[src/rtl/wdc_port_target.sv]
// Device-side responder for the WD33C93 port: register and DMA cycles on PD,
// an 8-byte FIFO, and a byte-stream source/sink standing in for the SCSI bus.
module wdc_port_target #(
  parameter int FIFO_DEPTH = 8
) (
  input  logic       SCLK,
  input  logic       _RST,
  input  logic       _CSS,
  input  logic       _IOR,
  input  logic       _IOW,
  input  logic       _DACK,
  input  logic       A0,
  input  logic [7:0] PD_IN,
  output logic [7:0] PD_OUT,
  output logic       PD_OE,
  output logic       _DREQ,
  output logic       INTA,
  input  logic [7:0] SRC_DATA,
  input  logic       SRC_VALID,
  output logic       SRC_READY,
  output logic [7:0] SNK_DATA,
  output logic       SNK_VALID
);
  localparam int PW = $clog2(FIFO_DEPTH);
  localparam int CW = PW + 1;

  typedef enum logic [1:0] {IDLE = 2'd0, XIN = 2'd1, XOUT = 2'd2, DONE = 2'd3} state_t;

  function automatic logic [23:0] sat_dec24(input logic [23:0] v, input logic en);
    sat_dec24 = (en && v != 24'd0) ? v - 24'd1 : v;
  endfunction

  logic css_p0, ior_p0, iow_p0, dack_p0, a0_p0;
  logic dma_sel, reg_sel, rd_act, wr_act;
  logic rd_pend_p1, wr_pend_p1, acc_dma_p1, acc_a0_p1;
  logic [7:0] wdata_p1, pd_out_p1, rd_data, fifo_rd_byte, aux_stat;
  logic rd_commit, wr_commit, aux_wr, reg_rd_c, reg_wr_c, data_rd, data_wr;
  logic cmd_wr, st_rd, addr_inc, scratch_wr;
  logic start_in, start_out, abort, flush, done_evt;
  logic src_ready, src_push, host_pop, host_push, snk_pop, push, pop, tc_dec;
  logic empty, full, bsy, dbr, dreq_ok;
  logic [CW-1:0] wr_ptr, rd_ptr, count, cnt_nxt;
  logic [7:0] mem [FIFO_DEPTH];
  logic [7:0] scratch [32];
  logic [4:0] addr;
  logic [23:0] tc, tc_nxt, scnt;
  logic [7:0] status;
  logic int_q, dreq_n_q, snk_valid_q;
  logic [7:0] snk_data_q;
  state_t state, state_nxt;

  // Stage p0: strobes, selects and A0 registered once
  always_ff @(posedge SCLK or negedge _RST) begin
    if (!_RST) begin
      css_p0  <= 1'b1;
      ior_p0  <= 1'b1;
      iow_p0  <= 1'b1;
      dack_p0 <= 1'b1;
      a0_p0   <= 1'b0;
    end else begin
      css_p0  <= _CSS;
      ior_p0  <= _IOR;
      iow_p0  <= _IOW;
      dack_p0 <= _DACK;
      a0_p0   <= A0;
    end
  end

  assign dma_sel = ~dack_p0;
  assign reg_sel = dack_p0 & ~css_p0;
  assign rd_act  = ~ior_p0 & (dma_sel | reg_sel);
  assign wr_act  = ~iow_p0 & (dma_sel | reg_sel);

  // Stage p1: access tracking, write data capture and read data register
  always_ff @(posedge SCLK or negedge _RST) begin
    if (!_RST) begin
      rd_pend_p1 <= 1'b0;
      wr_pend_p1 <= 1'b0;
      acc_dma_p1 <= 1'b0;
      acc_a0_p1  <= 1'b0;
      pd_out_p1  <= 8'h00;
    end else begin
      rd_pend_p1 <= rd_act;
      wr_pend_p1 <= wr_act;
      if (rd_act || wr_act) begin
        acc_dma_p1 <= dma_sel;
        acc_a0_p1  <= a0_p0;
      end
      pd_out_p1 <= rd_act ? rd_data : 8'h00;
    end
  end

  always_ff @(posedge SCLK) begin
    if (wr_act) wdata_p1 <= PD_IN;
  end

  // Side effects fire on the sampled rising edge of the strobe
  assign rd_commit  = rd_pend_p1 & ior_p0;
  assign wr_commit  = wr_pend_p1 & iow_p0;
  assign aux_wr     = wr_commit & ~acc_dma_p1 & ~acc_a0_p1;
  assign reg_rd_c   = rd_commit & ~acc_dma_p1 & acc_a0_p1;
  assign reg_wr_c   = wr_commit & ~acc_dma_p1 & acc_a0_p1;
  assign data_rd    = (rd_commit & acc_dma_p1) | (reg_rd_c & (addr == 5'h19));
  assign data_wr    = (wr_commit & acc_dma_p1) | (reg_wr_c & (addr == 5'h19));
  assign cmd_wr     = reg_wr_c & (addr == 5'h18);
  assign st_rd      = reg_rd_c & (addr == 5'h17);
  assign addr_inc   = (reg_rd_c | reg_wr_c) & (addr != 5'h18) & (addr != 5'h19);
  assign scratch_wr = reg_wr_c & ~(addr inside {5'h12, 5'h13, 5'h14, 5'h17, 5'h18, 5'h19});

  assign start_in  = cmd_wr & (state == IDLE) & (wdata_p1 == 8'h20);
  assign start_out = cmd_wr & (state == IDLE) & (wdata_p1 == 8'h21);
  assign abort     = cmd_wr & (wdata_p1 == 8'h00);
  assign flush     = start_in | start_out | abort;
  assign done_evt  = (state == DONE) & ~abort;

  assign count = wr_ptr - rd_ptr;
  assign empty = (count == '0);
  assign full  = (count == CW'(FIFO_DEPTH));

  assign src_ready = (state == XIN) & ~full & (scnt != 24'd0);
  assign src_push  = SRC_VALID & src_ready;
  assign host_pop  = (state == XIN) & data_rd & ~empty;
  assign host_push = (state == XOUT) & data_wr & ~full;
  assign snk_pop   = (state == XOUT) & ~empty;
  assign push      = src_push | host_push;
  assign pop       = host_pop | snk_pop;
  assign tc_dec    = host_pop | host_push;
  assign tc_nxt    = sat_dec24(tc, tc_dec);
  assign cnt_nxt   = flush ? '0 : count + CW'(push) - CW'(pop);

  assign bsy          = (state == XIN) | (state == XOUT);
  assign dbr          = ((state == XIN) & ~empty) | ((state == XOUT) & ~full);
  assign aux_stat     = {int_q, 1'b0, bsy, 4'b0000, dbr};
  assign fifo_rd_byte = ((state == XIN) && !empty) ? mem[rd_ptr[PW-1:0]] : 8'h00;

  always_comb begin
    rd_data = 8'h00;
    if (dma_sel) begin
      rd_data = fifo_rd_byte;
    end else if (!a0_p0) begin
      rd_data = aux_stat;
    end else begin
      case (addr)
        5'h12:   rd_data = tc[23:16];
        5'h13:   rd_data = tc[15:8];
        5'h14:   rd_data = tc[7:0];
        5'h17:   rd_data = status;
        5'h18:   rd_data = 8'h00;
        5'h19:   rd_data = fifo_rd_byte;
        default: rd_data = scratch[addr];
      endcase
    end
  end

  always_comb begin
    state_nxt = state;
    case (state)
      IDLE: begin
        if (start_in) state_nxt = XIN;
        else if (start_out) state_nxt = XOUT;
      end
      XIN:     if (tc_nxt == 24'd0) state_nxt = DONE;
      XOUT:    if (tc_nxt == 24'd0 && cnt_nxt == '0) state_nxt = DONE;
      DONE:    state_nxt = IDLE;
      default: state_nxt = IDLE;
    endcase
    if (abort) state_nxt = IDLE;
  end

  // A last-byte decrement or abort on this edge must already hold _DREQ high
  assign dreq_ok = dbr & dack_p0 & (tc_nxt != 24'd0) & (state_nxt == state);

  // Stage p2: control state, counters, status and stream outputs
  always_ff @(posedge SCLK or negedge _RST) begin
    if (!_RST) begin
      state       <= IDLE;
      addr        <= 5'd0;
      tc          <= 24'd0;
      scnt        <= 24'd0;
      status      <= 8'h00;
      int_q       <= 1'b0;
      dreq_n_q    <= 1'b1;
      snk_valid_q <= 1'b0;
      snk_data_q  <= 8'h00;
      wr_ptr      <= '0;
      rd_ptr      <= '0;
    end else begin
      state <= state_nxt;
      if (aux_wr) addr <= wdata_p1[4:0];
      else if (addr_inc) addr <= addr + 5'd1;

      if (reg_wr_c && addr == 5'h12) tc[23:16] <= wdata_p1;
      else if (reg_wr_c && addr == 5'h13) tc[15:8] <= wdata_p1;
      else if (reg_wr_c && addr == 5'h14) tc[7:0] <= wdata_p1;
      else tc <= tc_nxt;

      if (start_in || start_out) scnt <= tc;
      else scnt <= sat_dec24(scnt, src_push);

      if (abort) begin
        status <= 8'h22;
        int_q  <= 1'b1;
      end else if (done_evt) begin
        status <= 8'h16;
        int_q  <= 1'b1;
      end else if (st_rd) begin
        int_q  <= 1'b0;
      end

      dreq_n_q    <= ~dreq_ok;
      snk_valid_q <= snk_pop & ~abort;
      if (snk_pop) snk_data_q <= mem[rd_ptr[PW-1:0]];

      if (flush) begin
        wr_ptr <= '0;
        rd_ptr <= '0;
      end else begin
        if (push) wr_ptr <= wr_ptr + CW'(1);
        if (pop) rd_ptr <= rd_ptr + CW'(1);
      end
    end
  end

  always_ff @(posedge SCLK) begin
    if (push && !flush) mem[wr_ptr[PW-1:0]] <= (state == XIN) ? SRC_DATA : wdata_p1;
  end

  always_ff @(posedge SCLK or negedge _RST) begin
    if (!_RST) begin
      for (int i = 0; i < 32; i++) scratch[i] <= 8'h00;
    end else if (scratch_wr) begin
      scratch[addr] <= wdata_p1;
    end
  end

  assign PD_OUT    = pd_out_p1;
  assign PD_OE     = rd_pend_p1;
  assign _DREQ     = dreq_n_q;
  assign INTA      = int_q;
  assign SRC_READY = src_ready;
  assign SNK_DATA  = snk_data_q;
  assign SNK_VALID = snk_valid_q;
endmodule

[config.mk]
export PLATFORM = sky130hd
export DESIGN_NAME = wdc_port_target
export DESIGN_NICKNAME = d
export VERILOG_FILES = /design/src/rtl/wdc_port_target.sv
export SDC_FILE = /design/constraint.sdc
export NUM_CORES = 1
export LEC_CHECK = 0
export CAP_MARGIN = 15
export CORE_ASPECT_RATIO = 0.5
export CORE_UTILIZATION = 56
export CTS_CLUSTER_SIZE = 20
export DETAILED_ROUTE_END_ITERATION = 8
export PLACE_DENSITY_LB_ADDON = 0.25
export SLEW_MARGIN = 20
export SYNTH_ARGS = -nofsm -noshare
export SYNTH_HDL_FRONTEND = slang
export SYNTH_SLANG_ARGS = --single-unit
[constraint.sdc]
create_clock -name SCLK -period 4.05 [get_ports SCLK]
set_input_delay 0.6075 -clock SCLK [delete_from_list [all_inputs] [get_ports SCLK]]
set_output_delay 0.6075 -clock SCLK [all_outputs]
set_load 0.005 [all_outputs]
* Word level (Yosys, flattened, before mapping)
Memories as Yosys holds them, arrays and structs flattened.
Index checks and enable logic that the tools add are counted.
** Storage, ports and cells
- Memory bits (writable) :: 64
- Logic and storage cells :: 219
- Input port bits :: 24
- Output and inout port bits :: 21
- Memories kept :: 1
- Register bits :: 363
** Memories
- mem :: depth 8, width 8, rd ports 1, clocked after memory_dff 0, write ports 1, RTL line 43 : logic [7:0] mem [FIFO_DEPTH];
** Cells by class
- Add/sub/neg operators :: 8
- Bitwise logic cells :: 63
- Muxes and demuxes :: 40
- Equal/unequal tests :: 18
- Reductions and logical operators :: 31
- Order comparisons :: 2
** Operators with widths (count)
- $bwmux W256 :: 1
- $mux W8 :: 14
- $mux W24 :: 3
- $reduce_bool A24 Y1 :: 3
- $pmux W8 S6 :: 1
- $sub A24 B1 Y24 const B :: 2
- $bmux W8 S5 :: 1
- $demux W8 S5 :: 1
- $and A1 B1 Y1 :: 38
- $eq A5 B5 Y1 const B :: 6
- $logic_not A24 Y1 :: 1
- $mux W4 :: 5
- $eq A8 B6 Y1 const B :: 2
- $mux W16 :: 1
- $not A1 Y1 :: 13
- $or A1 B1 Y1 :: 11
- $mux W2 :: 5
- $mux W5 :: 2
- $ne A5 B5 Y1 const B :: 2
- $reduce_bool A2 Y1 :: 5
- $logic_and A1 B1 Y1 :: 9
- $add A4 B1 Y4 const B :: 2
- $logic_not A4 Y1 :: 2
- $logic_not A8 Y1 :: 1
- 20 further kinds :: 31

* Longest topological paths before layout
- Depth after elaboration :: 19
- Depth in mapped cells :: 21
- Mapped depth without buffers :: 20

* Worst setup path before layout
Ideal clock, no wire load.
- Path kind :: register to register
- Start point :: register rd_ptr[1]
- End point :: register state[0]
- Cell stages (with the launch flop) :: 20
- Slack :: -228 ps
- Arrival :: 4202 ps
- Clock period less this slack :: 4278 ps
- Required time :: 3973 ps
- Path buffers :: 2
- Setup time :: 77 ps
- Cells stage by stage :: dfrtp_1 > clkbuf_1 > buf_1 > inv_1 > ha_1 > a21o_1 > a21o_1 > xnor2_1 > inv_1 > ha_1 > nand3b_1 > nand4_1 > o21ai_1 > ha_1 > inv_1 > ha_1 > fa_1 > nor4_1 > o211ai_1 > o21ai_1
** Between the ends
- Cells in the longest elaborated chain, start to end :: 15
- Elaborated cells on any way between the ends :: 26
- Classes of those cells :: 3 x add/sub; 1 x eq/ne; 6 x mux; 11 x bitwise; 5 x reduce/logical
** RTL lines
- start, declared :: RTL line 42 : logic [CW-1:0] wr_ptr, rd_ptr, count, cnt_nxt;
- start signal, assigned :: RTL line 219 : if (pop) rd_ptr <= rd_ptr + CW'(1);
- $sub A4 B4 Y4 (*) :: RTL line 116 : assign count = wr_ptr - rd_ptr;
- $eq A4 B4 Y1 :: RTL line 118 : assign full = (count == CW'(FIFO_DEPTH));
- $not A1 Y1 :: RTL line 120, 123
- $and A1 B1 Y1 (2 in a row) :: RTL line 120 : assign src_ready = (state == XIN) & ~full & (scnt != 24'd0);
- $and A1 B1 Y1 :: RTL line 121 : assign src_push = SRC_VALID & src_ready;
- $or A1 B1 Y1 :: RTL line 125 : assign push = src_push | host_push;
- $add A4 B1 Y4 :: RTL line 129 : assign cnt_nxt = flush ? '0 : count + CW'(push) - CW'(pop);
- $sub A4 B1 Y4 :: RTL line 129
- $mux W4 :: RTL line 129
- $logic_not A4 Y1 :: RTL line 163 : XOUT: if (tc_nxt == 24'd0 && cnt_nxt == '0) state_nxt = DONE;
- $logic_and A1 B1 Y1 :: RTL line 163
- $mux W2 :: RTL line 163
- $pmux W2 S4 (*) :: RTL line 157 : case (state)
- $mux W2 (*) :: RTL line 167 : if (abort) state_nxt = IDLE;
- named net state_nxt[0] :: RTL line 50 : state_t state, state_nxt;
- end signal, assigned :: RTL line 188 : state <= state_nxt;
- end, declared :: RTL line 50
Mark *: on every way through the listed nets, which the timed path passes. The rest lies on a longest branch.
A chain may end at the register's enable or synchronous reset.

* Worst setup path in the final report
- Start point :: register rd_ptr[1]
- End point :: register state[1]
Same word-level chain as after synthesis.

==> flow_summary.json <==
{
  "drive_gt1_frac": 0.306,
  "io_pins": 45,
  "path_class": "reg2reg",
  "synth_area_leader_cell": "dfrtp_1",
  "gp_congestion": 0.955,
  "hold_viol": 0,
  "first_pass_iters": 5,
  "grt_pass1_vias": 13400,
  "synth_common_cells": "dfrtp_1, mux2_2, clkbuf_1, nor2_1, mux4_2",
  "yosys_warnings": 0,
  "cts.path.max_buffers": 3,
  "num_rows": 48,
  "rsz0062_at_grt": "false",
  "syn_inst": 1531,
  "synth_flop_cell": "dfrtp_1",
  "critPathRequiredTime_ps": 4520,
  "cts.clk_slew.worst_paths_ps": 60,
  "synthToLayoutAreaGrowth_pct": 11.2,
  "grt_start_max_net_pins": 101,
  "skew_ps": 21.4,
  "htreeDepth": 2,
  "dieWidth_um": 269,
  "io_buffers": 44,
  "startpoint_type": "flip-flop",
  "drtAntennaViolNets": 0,
  "post-route-period-util": 0.939,
  "drcViolationCount": 0,
  "yosysSeqAreaShare": 0.546,
  "fillers": 2550,
  "setup_tns_ps": 0,
  "synthArstFlopShare": 0.829,
  "via_per_inst": 6.34,
  "cts.sinks": 422,
  "post_cts_buffers": 0,
  "synth_cell_types": 78,
  "antenna_cells": 0,
  "path_max_fanout": 7,
  "cp.arrival_ps": 4270,
  "setup_viol": 0,
  "clockRootBuffer": "clkbuf_16",
  "die-area_sq_mm": 0.0366,
  "design_area_sq_mm": 0.0223,
  "status": "finished, final reports clean",
  "hold_buffers": 0,
  "yosysMostFrequentCell": "dfrtp_1",
  "crit_path_end_kind": "flip-flop",
  "antenna_found_initial": 2,
  "initial_utilization": 0.575,
  "cts_tree": "built",
  "clock_latency_ps": 560,
  "synth_fp_nets": 1581,
  "num_vias": 12900,
  "coreArea_sq_mm": 0.0348,
  "yosysTopAreaCellShare": 0.431,
  "synth-seq-cells": 422,
  "cap_viol_max_count": 0,
  "die_h_um": 136,
  "wl_per_cell_um": 24.9,
  "drtIter0Drc": 1345,
  "fmax_mhz": 263,
  "nNetsFinal": 1583,
  "syn_area_sq_mm": 0.0200,
  "dp_hpwl_mm": 33.7,
  "tightest_slew_ps": 936,
  "synth_edf_count": 72,
  "slew_headroom": 0.369,
  "overflow": 0,
  "fin_crit_ps": 3800,
  "track_usage": 0.286,
  "power_leakage_uw": 0.00953,
  "cts_resized": 0,
  "numCtsBuffers": 38,
  "place_area_sq_mm": 0.0210,
  "powerDensity_mw_per_mm2": 644,
  "grt_pass1_wl_mm": 79.3,
  "synth.area.top_cells": "dfrtp_1, mux2_2, edfxtp_1",
  "slew_viol_final": 0,
  "min_path_type": "in2async",
  "routed_wl_mm": 50.6,
  "avgSynthCellArea_sq_um": 13.1,
  "worst_ir_drop_vdd_mv": 0.318
}
==> critical path, stage by stage, from the launching register on <==
cell and delay [ps]:
dfrtp_1 370, inv_1 130, ha_1 250, a21o_1 150, a21o_1 180, xnor2_1 230, inv_1 70, ha_1 190
nand3b_1 130, nand4_1 140, a21o_1 270, or4_1 580, a221o_1 390, a2111oi_2 300, nand2_1 170, a21oi_1 170
==> final timing paths <==
path | startpoint | to | slack (ps) | cells past startpoint
worst max register to register | rd_ptr[1] | state[1] | 250 | 15
min in group SCLK | scratch[105] | scratch[105] | 370 | 0
worst max-delay path | rd_ptr[1] | state[1] | 250 | 15
max in group asynchronous | _RST | scnt[7] | 2860 | 2
worst min register to register | scratch[105] | scratch[105] | 370 | 0
worst min-delay path | _RST | scratch[17] | 70 | 1
==> registers in the layout, summed over array words and instances, names as in the netlist, 2 cells and up <==
register	count
scratch	256
mem	64
scnt	24
tc	24
PD_OUT	8
SNK_DATA	8
wdata_p1	8
addr	5
rd_ptr	4
wr_ptr	4
status	3
state	2
==> power breakdown <==
group	leakage (uW)	internal, uW	total, uW	switching [uW]
logic	0.00358	2170	5040	2880
clock network	0.000628	2150	3770	1620
registers	0.00532	4970	5540	571
==> logic make-up (layout without fill, tap and decap cells) <==
group | after synthesis | in the layout | synth area share
adder cells (fa/ha/maj) | 26 | 26 | 0.0170
multiplexers | 316 | 316 | 0.222
XOR/XNOR | 43 | 43 | 0.0188
AND/OR/NAND/NOR | 354 | 354 | 0.0985
buffers and inverters | 162 | 191 | 0.0317
flip-flops | 422 | 422 | 0.546
AO/OA/AOI/OAI | 208 | 208 | 0.0664
==> placed cells by master (no fill, tap or decap), types with 11 or more instances in the layout <==
master and n:
o22ai_1 30, clkbuf_16 38, buf_4 55, nand2_1 69
or4_1 11, mux2i_1 13, nand2b_1 11, nor3_1 27
xor2_1 18, mux2_2 223, edfxtp_1 72, nor2_2 13
xnor2_1 24, mux4_2 80, o21ai_0 32, a21oi_1 60
a31oi_1 13, nor4_1 14, clkdlybuf4s50_1 43, dfrtp_1 343
nand3_1 15, nor2_1 99, inv_1 22, ha_1 24
a211oi_1 12, or3_1 12, nor2_4 14, nand4_1 13
==> area by class of cell <==
class                   count  area [sq um]  area share
well taps                 475           594      0.0267
flip-flops and latches    422         10900       0.491
clock buffers              51          1050      0.0471
inverters                  23          86.3     0.00388
repair buffers            101           898      0.0403
clock inverters            16           230      0.0103
multi-input cells         947          8470       0.381
==> metrics by stage <==
stage                     hold slack, ps  total power, uW   util  cells  setup slack [ps]
final                               74.4            14300  0.639   2035               247
after global routing                 141            15000  0.639   2035              4.69
after CTS                            112            14300  0.639   2035               264
after detailed placement             362            10500  0.602   1968               285
after global placement               360            10400  0.602   1968               431
after floorplan                      312             8800      -   1531               124
==> routing by layer <==
metal / up-vias / part of all wire / track usage / wire length, um
li1: 5623 / - / - / -
met1: 6685 / 0.44 / 0.424 / 22400
met2: 470 / 0.45 / 0.433 / 23000
met3: 118 / 0.076 / 0.0528 / 3830
met4: 2 / 0.026 / 0.0833 / 1330
met5: - / 0.00040 / 0 / 20
(Power assumes the default switching activity.)
